--- src/rtl/serial_adder_pkg.sv ---
// Shared types for the bit-serial adder: FSM state encoding and counter sizing helper.
package serial_adder_pkg;

    typedef enum logic [1:0] {
        StIdle = 2'd0,
        StRun  = 2'd1,
        StDone = 2'd2
    } state_e;

    // Ceiling log2, used to size the bit counter from WIDTH.
    function automatic int unsigned clog2(input int unsigned n);
        int unsigned r;
        r = 0;
        for (int unsigned i = 0; i < 32; i++) begin
            if ((32'd1 << i) < n) begin
                r = i + 1;
            end
        end
        return r;
    endfunction

endpackage

--- src/rtl/fa_bit.sv ---
// Combinational 1-bit full adder used for the per-cycle bit sum.
module fa_bit (
    output logic s,
    output logic co,
    input  logic a,
    input  logic b,
    input  logic ci
);

    assign s  = a ^ b ^ ci;
    assign co = (a & b) | (ci & (a ^ b));

endmodule

--- src/rtl/serial_adder.sv ---
// Bit-serial adder, LSB first, one full-adder step per clock with a valid/ready handshake.
// Optional overflow output ovf is enabled by defining SERIAL_ADDER_OVF_EN.
module serial_adder
    import serial_adder_pkg::*;
#(
    parameter int unsigned WIDTH = 4
) (
    input  logic             clk,
    input  logic             rst_n,
    input  logic             in_valid,
    output logic             in_ready,
    input  logic [WIDTH-1:0] a,
    input  logic [WIDTH-1:0] b,
    input  logic             ci,
    output logic             out_valid,
    output logic [WIDTH-1:0] s,
    output logic             co,
`ifdef SERIAL_ADDER_OVF_EN
    output logic             ovf,
`endif
    input  logic             out_ready
);

    localparam int unsigned CntW = clog2(WIDTH);
    localparam logic [CntW-1:0] LastBit = CntW'(WIDTH - 1);

    if (WIDTH < 2 || WIDTH > 16) begin : g_width_check
        $error("serial_adder: WIDTH must be in 2..16");
    end

    state_e state_q, state_d;

    logic [WIDTH-1:0] a_sh_q;
    logic [WIDTH-1:0] b_sh_q;
    logic [WIDTH-1:0] s_sh_q;
    logic             carry_q;
    logic [CntW-1:0]  cnt_q;

    logic fa_s;
    logic fa_co;
    logic accept;
    logic consume;
    logic last_bit;

    assign in_ready  = (state_q == StIdle);
    assign out_valid = (state_q == StDone);
    assign accept    = in_valid & in_ready;
    assign consume   = out_valid & out_ready;
    assign last_bit  = (cnt_q == LastBit);

    fa_bit u_fa (
        .s  (fa_s),
        .co (fa_co),
        .a  (a_sh_q[0]),
        .b  (b_sh_q[0]),
        .ci (carry_q)
    );

    always_comb begin
        state_d = state_q;
        unique case (state_q)
            StIdle:  if (accept)   state_d = StRun;
            StRun:   if (last_bit) state_d = StDone;
            StDone:  if (consume)  state_d = StIdle;
            default: state_d = StIdle;
        endcase
    end

    always_ff @(posedge clk or negedge rst_n) begin
        if (!rst_n) begin
            state_q <= StIdle;
        end else begin
            state_q <= state_d;
        end
    end

    // Sum bits enter at the MSB so after WIDTH steps s_sh_q holds the sum in place.
    always_ff @(posedge clk or negedge rst_n) begin
        if (!rst_n) begin
            a_sh_q  <= '0;
            b_sh_q  <= '0;
            s_sh_q  <= '0;
            carry_q <= 1'b0;
            cnt_q   <= '0;
        end else if (accept) begin
            a_sh_q  <= a;
            b_sh_q  <= b;
            carry_q <= ci;
            cnt_q   <= '0;
        end else if (state_q == StRun) begin
            s_sh_q  <= {fa_s, s_sh_q[WIDTH-1:1]};
            carry_q <= fa_co;
            a_sh_q  <= a_sh_q >> 1;
            b_sh_q  <= b_sh_q >> 1;
            cnt_q   <= cnt_q + CntW'(1);
        end
    end

    assign s  = s_sh_q;
    assign co = carry_q;

`ifdef SERIAL_ADDER_OVF_EN
    logic ovf_q;

    // Carry into the MSB is carry_q while the last bit is being processed.
    always_ff @(posedge clk or negedge rst_n) begin
        if (!rst_n) begin
            ovf_q <= 1'b0;
        end else if (state_q == StRun && last_bit) begin
            ovf_q <= carry_q ^ fa_co;
        end
    end

    assign ovf = ovf_q;
`endif

endmodule

--- config.mk ---
export PLATFORM = sky130hd
export DESIGN_NAME = serial_adder
export DESIGN_NICKNAME = d
export VERILOG_FILES = /design/src/rtl/serial_adder_pkg.sv /design/src/rtl/fa_bit.sv /design/src/rtl/serial_adder.sv
export SDC_FILE = /design/constraint.sdc
export NUM_CORES = 1
export LEC_CHECK = 0
export BUFFER_PORTS_ARGS = -buffer_cell sky130_fd_sc_hd__buf_2
export CAP_MARGIN = 20
export CORE_MARGIN = 2
export CORE_UTILIZATION = 25
export CTS_CLUSTER_DIAMETER = 30
export DETAILED_ROUTE_END_ITERATION = 10
export PLACE_DENSITY = 0.43
export REMOVE_ABC_BUFFERS = 1
export SYNTH_ARGS = -nofsm -noshare
export SYNTH_HDL_FRONTEND = slang
export SYNTH_SLANG_ARGS = --single-unit
--- constraint.sdc ---
create_clock -name clk -period 1.8 [get_ports clk]
set_input_delay 0.18 -clock clk [delete_from_list [all_inputs] [get_ports clk]]
set_output_delay 0.18 -clock clk [all_outputs]
set_load 0.01 [all_outputs]
======== After elaboration in Yosys (flattened, before gate mapping) ========
Index checks and enable logic that the tools add are counted.
cells by class
  muxes and demuxes ....................... 12
  reductions and logical operators ........ 4
  bitwise logic cells ..................... 8
  add/sub/neg operators ................... 1
  equal/unequal tests ..................... 6
operator list
  operator                                       number
  two-way mux 4 bit                              4
  two-way mux 2 bit                              5
  one-hot mux 2 bit (3 select lines)             1
  bitwise AND 1 bit                              4
  == test 2 bit, second input constant           2
  != test 2 x 1 -> 1 bit, second input constant  2
  AND reduction 3 bit                            1
  adder 2 x 1 -> 2 bit, second input constant    1
  == test 2 x 1 -> 1 bit, second input constant  1
  zero test 2 bit                                1
  two-way mux 1 bit                              2
  != test 2 bit, second input constant           1
  AND reduction 2 bit                            1
  nonzero test 2 bit                             1
  bitwise XOR 1 bit                              2
  NOT 1 bit                                      1
  OR 1 bit                                       1
storage, ports and cells
  output and inout port bits .............. 7
  register bits after elaboration ......... 17

======== Logic depth before layout (Yosys ltp) ========
Gate-level depths: netlist (run 1).
  depth after elaboration ................. 5
  gate-level depth with buffers ........... 5
  depth with buffers taken out ............ 4

======== By module ========
From an unflattened synthesis (run 1), not the netlist that was laid out.
second synthesis, totals
  cell total of the unflattened synthesis .. 73
  area, all modules ....................... 790.8 um^2
modules (own cells, without submodules)
  module        area an instance (um^2)  cells each  seq. area each (um^2)  instances
  serial_adder  770.7                    72          425.4                  1
  fa_bit        20.0                     1           0.0                    1

======== Worst setup path after synthesis (run 1) ========
No wires, ideal clock.
  path kind ............................... flip-flop to flip-flop
  from .................................... register carry_q, in the netlist co
  to ...................................... register s_sh_q[3], in the netlist s[3]
  setup slack ............................. 511 ps
  period minus slack after synthesis ...... 1289 ps
  buffers on the path ..................... 0
  cell stages (with the launch flop) ...... 3
  required time ........................... 1675 ps
  arrival time ............................ 1164 ps
  path through ............................ dfrtp_1 > fa_1 > mux2_4
between the ends
  cells in the longest elaborated chain, start to end .. 1
RTL lines
  item                      line                source
  start: declaration        serial_adder.sv:36  logic carry_q;
  start signal: assignment  serial_adder.sv:88  carry_q <= ci;
  start signal: assignment  serial_adder.sv:92  carry_q <= fa_co;
  bitwise XOR 1 bit         fa_bit.sv:10        assign s = a ^ b ^ ci;
  via fa_s                  serial_adder.sv:39  logic fa_s;
  end signal: assignment    serial_adder.sv:91  s_sh_q <= {fa_s, s_sh_q[WIDTH-1:1]};
  end: declaration          serial_adder.sv:35  logic [WIDTH-1:0] s_sh_q;
The timed path passes the listed nets, and every way through them passes these cells.
A chain may end at the register's enable or synchronous reset.

======== Worst setup path after layout (run 1) ========
  from .................................... register state_q[0]
  to ...................................... output in_ready
between the ends
  cells in the longest elaborated chain, start to end .. 1
RTL lines
  item                      line                source
  start: declaration        serial_adder.sv:31  state_e state_q, state_d;
  start signal: assignment  serial_adder.sv:71  state_q <= StIdle;
  start signal: assignment  serial_adder.sv:73  state_q <= state_d;
  zero test 2 bit           serial_adder.sv:45  assign in_ready = (state_q == StIdle);
  end: declaration          serial_adder.sv:11  output logic in_ready,
No other way between the ends.

==> results of run 1 <==
[worst register-to-register path: stages, from the launching register on]
cell and delay, ns:
dfrtp_1 0.44, fa_1 0.48, mux2_4 0.27
[final cells by class]
type / count / area share, %
multi-input cells: 42 / 33.6
flip-flops and latches: 17 / 46.1
clock buffers: 4 / 2.85
inverters: 4 / 1.63
repair buffers: 20 / 11.4
well taps: 33 / 4.47
[flip-flops by register name, indices dropped and copies added (netlist names)]
signal   cells
b_sh_q       4
state_q      2
a_sh_q       4
co           1
cnt_q        2
s            4
[cells by family after synthesis]
group	Yosys count	synth area share, %
AO/OA/AOI/OAI	28	22.8
AND/OR/NAND/NOR	8	6.11
flip-flops	17	54.7
adder cells (fa/ha/maj)	2	4.18
buffers and inverters	7	5.46
multiplexers	4	6.75
[cell usage in the layout, fill, tap and decap left out]
| cell type | count |
|---|---|
| nand2b_1 | 2 |
| fa_1 | 1 |
| nand2b_4 | 1 |
| a21oi_1 | 9 |
| o22ai_1 | 13 |
| o2bb2ai_1 | 1 |
| nand2_1 | 2 |
| or2_2 | 1 |
| clkbuf_4 | 3 |
| dlygate4sd3_1 | 1 |
| o21bai_1 | 1 |
| o21ai_0 | 1 |
| dfrtp_1 | 17 |
| mux2_2 | 2 |
| clkbuf_1 | 1 |
| ha_1 | 1 |
| inv_2 | 1 |
| nor2_1 | 2 |
| inv_1 | 3 |
| a32o_1 | 3 |
| mux2_4 | 2 |
| buf_2 | 19 |
[report_power, final]
part	switching (mW)	internal, mW	total (mW)
Sequential	0.165	0.569	0.733
Combinational	0.351	0.369	0.719
Clock	0.117	0.0863	0.203
Total	0.632	1.02	1.66
[per-layer routing]
metal / up-vias / GRT usage, %
met4: 0 / 3.81
met5: - / 0
met1: 288 / 13.2
met3: 2 / 4.76
li1: 293 / -
met2: 14 / 16.8
[worst paths after layout]
kind                                              from                      to  depth (start not counted)
min in group asynchronous                        rst_n        s[2]$_DFFE_PN0P_                          2
max in group asynchronous                        rst_n   b_sh_q[2]$_DFFE_PN0P_                          2
worst min register to register   a_sh_q[3]$_DFFE_PN0P_   a_sh_q[3]$_DFFE_PN0P_                          1
worst max-delay path            state_q[0]$_DFFE_PN0P_                in_ready                          2
worst min-delay path                         out_ready  state_q[1]$_DFFE_PN0P_                          3
worst max register to register          co$_DFFE_PN0P_        s[3]$_DFFE_PN0P_                          2
[through the flow]
stage / setup slack [ns] / area, sq um / std cells / hold WS [ns] / util (%)
global placement: 0.542 / 887 / 115 / 0.133 / 29.5
detailed placement: 0.509 / 887 / 115 / 0.131 / 29.5
finish: 0.441 / 923 / 120 / 0.132 / 30.8
global route: 0.314 / 923 / 120 / 0.120 / 30.8
CTS: 0.414 / 923 / 120 / 0.122 / 30.8
floorplan: 0.511 / 751 / 63 / -0.116 / -
==> impl_metrics.yaml, run 1 <==
outcome:
  status: "complete, no violations"
drt:
  vias: 597
  dr_wl_met3_um: 80
  first_pass_iters: 4
  drt_wl_total_mm: 1.65
  drtIter0Drc: 11
  m1WireLength_um: 767
  viasPerCell: 4.98
  top_layer_used: "met4"
  met2WireLength_um: 778
  routedWlPerCell_um: 13.8
  ant_nets: 0
  drc_errors: 0
place:
  hpwl_mm: 1.17
  port_buffers: 19
  routabilityCongestion: 0.660
final_layout:
  diodes: 0
  multi_input_area_sq_um: 310
  nFillCells: 327
  seqCellArea_sq_um: 425
  layout-drive-gt1-share_pct: 33.3
  nets: 103
  syn_to_final_growth_pct: 18.6
grt:
  grt_max_degree: 18
  grt_pass1_vias: 601
  grt_usage_pct: 10.8
  antenna_found_initial: 0
  grt_pass1_wl_mm: 2.80
  grt_overflow_total: 0
synth:
  synth_ff_type: "dfrtp_1"
  syn_area_per_cell_sq_um: 11.8
  ys_top_cells_by_area: "dfrtp_1 (55%), o22ai_1 (10%), a21oi_1 (5.8%)"
  yosysMostFrequentCell: "dfrtp_1"
  synth_commonest_cells: "dfrtp_1 (17), o22ai_1 (13), a21oi_1 (9)"
  post-synth-top-area-cell: "dfrtp_1"
  ys_seq_area_share_pct: 54.7
  synth_seq_cells: 17
  synth-edff-count: 0
  synth_top_area_share_pct: 54.7
  synth-async-reset-ratio_pct: 100
  syn-cell-area_sq_um: 778
  synthCells: 66
  ys_types: 20
  yosys_warnings: 0
timing:
  slew_headroom_pct: 73.7
  hold_viol_final: 0
  drv_slew: 0
  tightestPinTransition_ns: 0.395
  tns_ns: 0
  finalCritPeriodShare_pct: 75.5
  max_freq_mhz: 736
  period_needed_ns: 1.36
  rsz0062_at_grt: "false"
  finalSetupViolCount: 0
  fin_skew_ns: 0.00404
floorplanning:
  row_count: 20
  die_h_um: 59.8
  die-area_sq_um: 3580
  core_region_area_sq_um: 3000
  initial_core_util_pct: 25.9
  die-width_um: 59.8
  io_pins: 20
critical_path:
  r2r_slack_ns: 0.50
  arrival_ns: 1.18
  cpLargestDelayFamily: "flip-flops"
  start_kind: "flip-flop"
  critPathKind: "reg -> out"
  max_stage_delay_ns: 0.50
  cp_num_buf_inv: 1
  crit_fanout: 9
  required_ns: 1.62
  end_kind: "output port"
  crit_chain: "nor2_1 > buf_2"
  slowest_stage: "dfrtp_1"
job:
  drv_cap: 0
clock_network:
  clock-sinks: 17
  clkLatencyLatePin_ns: 0.29
  post-cts-setup-buffers: 0
  cts_buffers: 3
  holdBufCountCts: 1
  ctsResizeCount: 0
  htree_levels: 1
  cts_tree: "yes"
  cts_root_buf: "clkbuf_4"
  clockBufferDepth: 2
  path_clk_slew_ns: 0.09
power:
  pwr_density_cell_nw_per_um2: 1790
  finalPower_mw: 1.66
  p_leak_nw: 0.414
  vdd_drop_max_mv: 0.563
hold_path:
  holdCritPathClass: "in -> reg"
(Power assumes the default switching activity.)
==> run 2: changes to the inputs <==
--- a/config.mk
+++ b/config.mk
@@ -11,7 +11,7 @@
 export CORE_UTILIZATION = 25
 export CTS_CLUSTER_DIAMETER = 30
 export DETAILED_ROUTE_END_ITERATION = 10
-export PLACE_DENSITY = 0.43
+export PLACE_DENSITY = 0.44
 export REMOVE_ABC_BUFFERS = 1
 export SYNTH_ARGS = -nofsm -noshare
 export SYNTH_HDL_FRONTEND = slang
==> constraint.sdc (replaced) <==
create_clock -name clk -period 1.25 [get_ports clk]
set_input_delay 0.125 -clock clk [delete_from_list [all_inputs] [get_ports clk]]
set_output_delay 0.125 -clock clk [all_outputs]
set_load 0.01 [all_outputs]
==> impl_metrics.yaml, run 2 (synthesis gave the netlist of run 1 again) <==
outcome:
  status: "complete, but fails checks"
  violations: "negative setup slack"
place:
  routabilityCongestion: 0.657
  port_buffers: 19
  placed_area_sq_um: 910
timing:
  timing.final.ws_setup_ns: -0.00134
  fin_skew_ns: 0.00132
  period_needed_ns: 1.25
  tightestPinTransition_ns: 0.400
  finalCritPeriodShare_pct: 100
  slew_headroom_pct: 73.4
  drv_slew: 0
  hold_ws_ns: 0.0877
  rsz0062_at_grt: "true"
  finalSetupViolCount: 1
  hold_viol_final: 0
  max_freq_mhz: 799
hold_path:
  hold_path_depth: 2
  holdCritPathClass: "in -> reg"
  min_from: "a[3]"
  min_to: "a_sh_q[3]$_DFFE_PN0P_"
critical_path:
  end_kind: "flip-flop"
  regToRegEndpoint: "s[3]$_DFFE_PN0P_"
  arrival_ns: 1.43
  r2r_slack_ns: -0.001
  required_ns: 1.42
  r2r-start: "co$_DFFE_PN0P_"
  start_kind: "flip-flop"
  critPathKind: "reg -> reg"
  r2r_cells: 2
  crit_fanout: 2
job:
  drv_cap: 0
floorplanning:
  die-width_um: 59.8
  io_pins: 20
  core_region_area_sq_um: 3000
  row_count: 20
  die_h_um: 59.8
  initial_core_util_pct: 25.9
  die-area_sq_um: 3580
power:
  vdd_drop_max_mv: 0.872
  finalPower_mw: 2.51
  p_leak_nw: 0.436
  pwr_density_cell_nw_per_um2: 2590
final_layout:
  diodes: 0
  nFillCells: 317
  layout-drive-gt1-share_pct: 41.3
  nets: 108
  syn_to_final_growth_pct: 24.8
  final_cell_mix: "buf_2 (19), dfrtp_1 (15), o22ai_1 (13)"
  final_common_cell: "buf_2"
  final_area_sq_um: 971
clock_network:
  cts_buffers: 3
  clock-sinks: 17
  cts_tree: "yes"
  htree_levels: 1
  path_clk_slew_ns: 0.09
  cts_root_buf: "clkbuf_4"
  clkLatencyLatePin_ns: 0.28
  clockBufferDepth: 2
drt:
  drtIter0Drc: 8
  viasPerCell: 4.82
  drc_errors: 0
  ant_nets: 0
  first_pass_iters: 4
  drt_wl_total_mm: 1.70
  vias: 603
  routedWlPerCell_um: 13.6
grt:
  grt_pass1_wl_mm: 2.80
  grt_max_degree: 18
  grt_pass1_vias: 618
  grt_overflow_total: 0
  grt_usage_pct: 10.5
  antenna_found_initial: 0
-- run 2: repair_timing --
| action | CTS | global route |
|---|---|---|
| buffers inserted | 1 | 1 |
| hold buffers | 1 | 0 |
| pin swaps | 0 | 0 |
| setup endpoints to repair | 3 | 3 |
| gates resized for setup | 4 | 2 |
| endpoints found under the hold margin | 17 | 0 |
-- run 2: worst max-delay path by stage --
stage,cells after the start,slack (ns),endpoint,start
2_1_floorplan,2,-0.04,s[3]$_DFFE_PN0P_,co$_DFFE_PN0P_
3_3_place_gp,2,0.02,s[3]$_DFFE_PN0P_,co$_DFFE_PN0P_
3_5_place_dp,2,-0.006,s[3]$_DFFE_PN0P_,co$_DFFE_PN0P_
4_1_cts,2,-0.01,s[3]$_DFFE_PN0P_,co$_DFFE_PN0P_
5_1_grt,2,-0.03,s[3]$_DFFE_PN0P_,co$_DFFE_PN0P_
6_report,2,-0.001,s[3]$_DFFE_PN0P_,co$_DFFE_PN0P_
-- run 2: metrics by stage --
stage	cells	utilization [%]	setup TNS (ns)	setup WS [ns]
CTS	124	32.0	-0.0110	-0.0110
floorplan	63	-	-0.0393	-0.0393
detailed placement	118	30.3	-0.00575	-0.00575
finish	125	32.3	-0.00134	-0.00134
global route	125	32.3	-0.0547	-0.0291
global placement	118	30.3	0	0.0181
-- run 2: layout make-up --
type / instances / area (sq um) / area share (%)
timing repair buffer: 25 / 140 / 14.4
inverter: 4 / 20.0 / 2.06
sequential: 17 / 428 / 44.1
tap: 33 / 41.3 / 4.25
multi-input combinational: 42 / 315 / 32.5
clock buffer: 4 / 26.3 / 2.71
-- run 2: power by group --
group / internal [mW] / switching [mW] / total (mW)
Combinational: 0.622 / 0.558 / 1.18
Clock: 0.124 / 0.162 / 0.286
Sequential: 0.825 / 0.221 / 1.05
Total: 1.57 / 0.942 / 2.51
-- run 2: per-layer routing --
metal  GRT usage (%)  wire length (um)  vias to the layer above
li1                -                 -                      301
met1            14.5               825                      285
met2            16.3               776                       17
met3            4.11                93                        0
met4           0.952                 0                        0
met5               0                 0                        -
-- run 2: worst max-delay path: stages (launching register included) --
cell and delay, ns:
dfrtp_1 0.41, fa_1 0.47, mux2_4 0.27
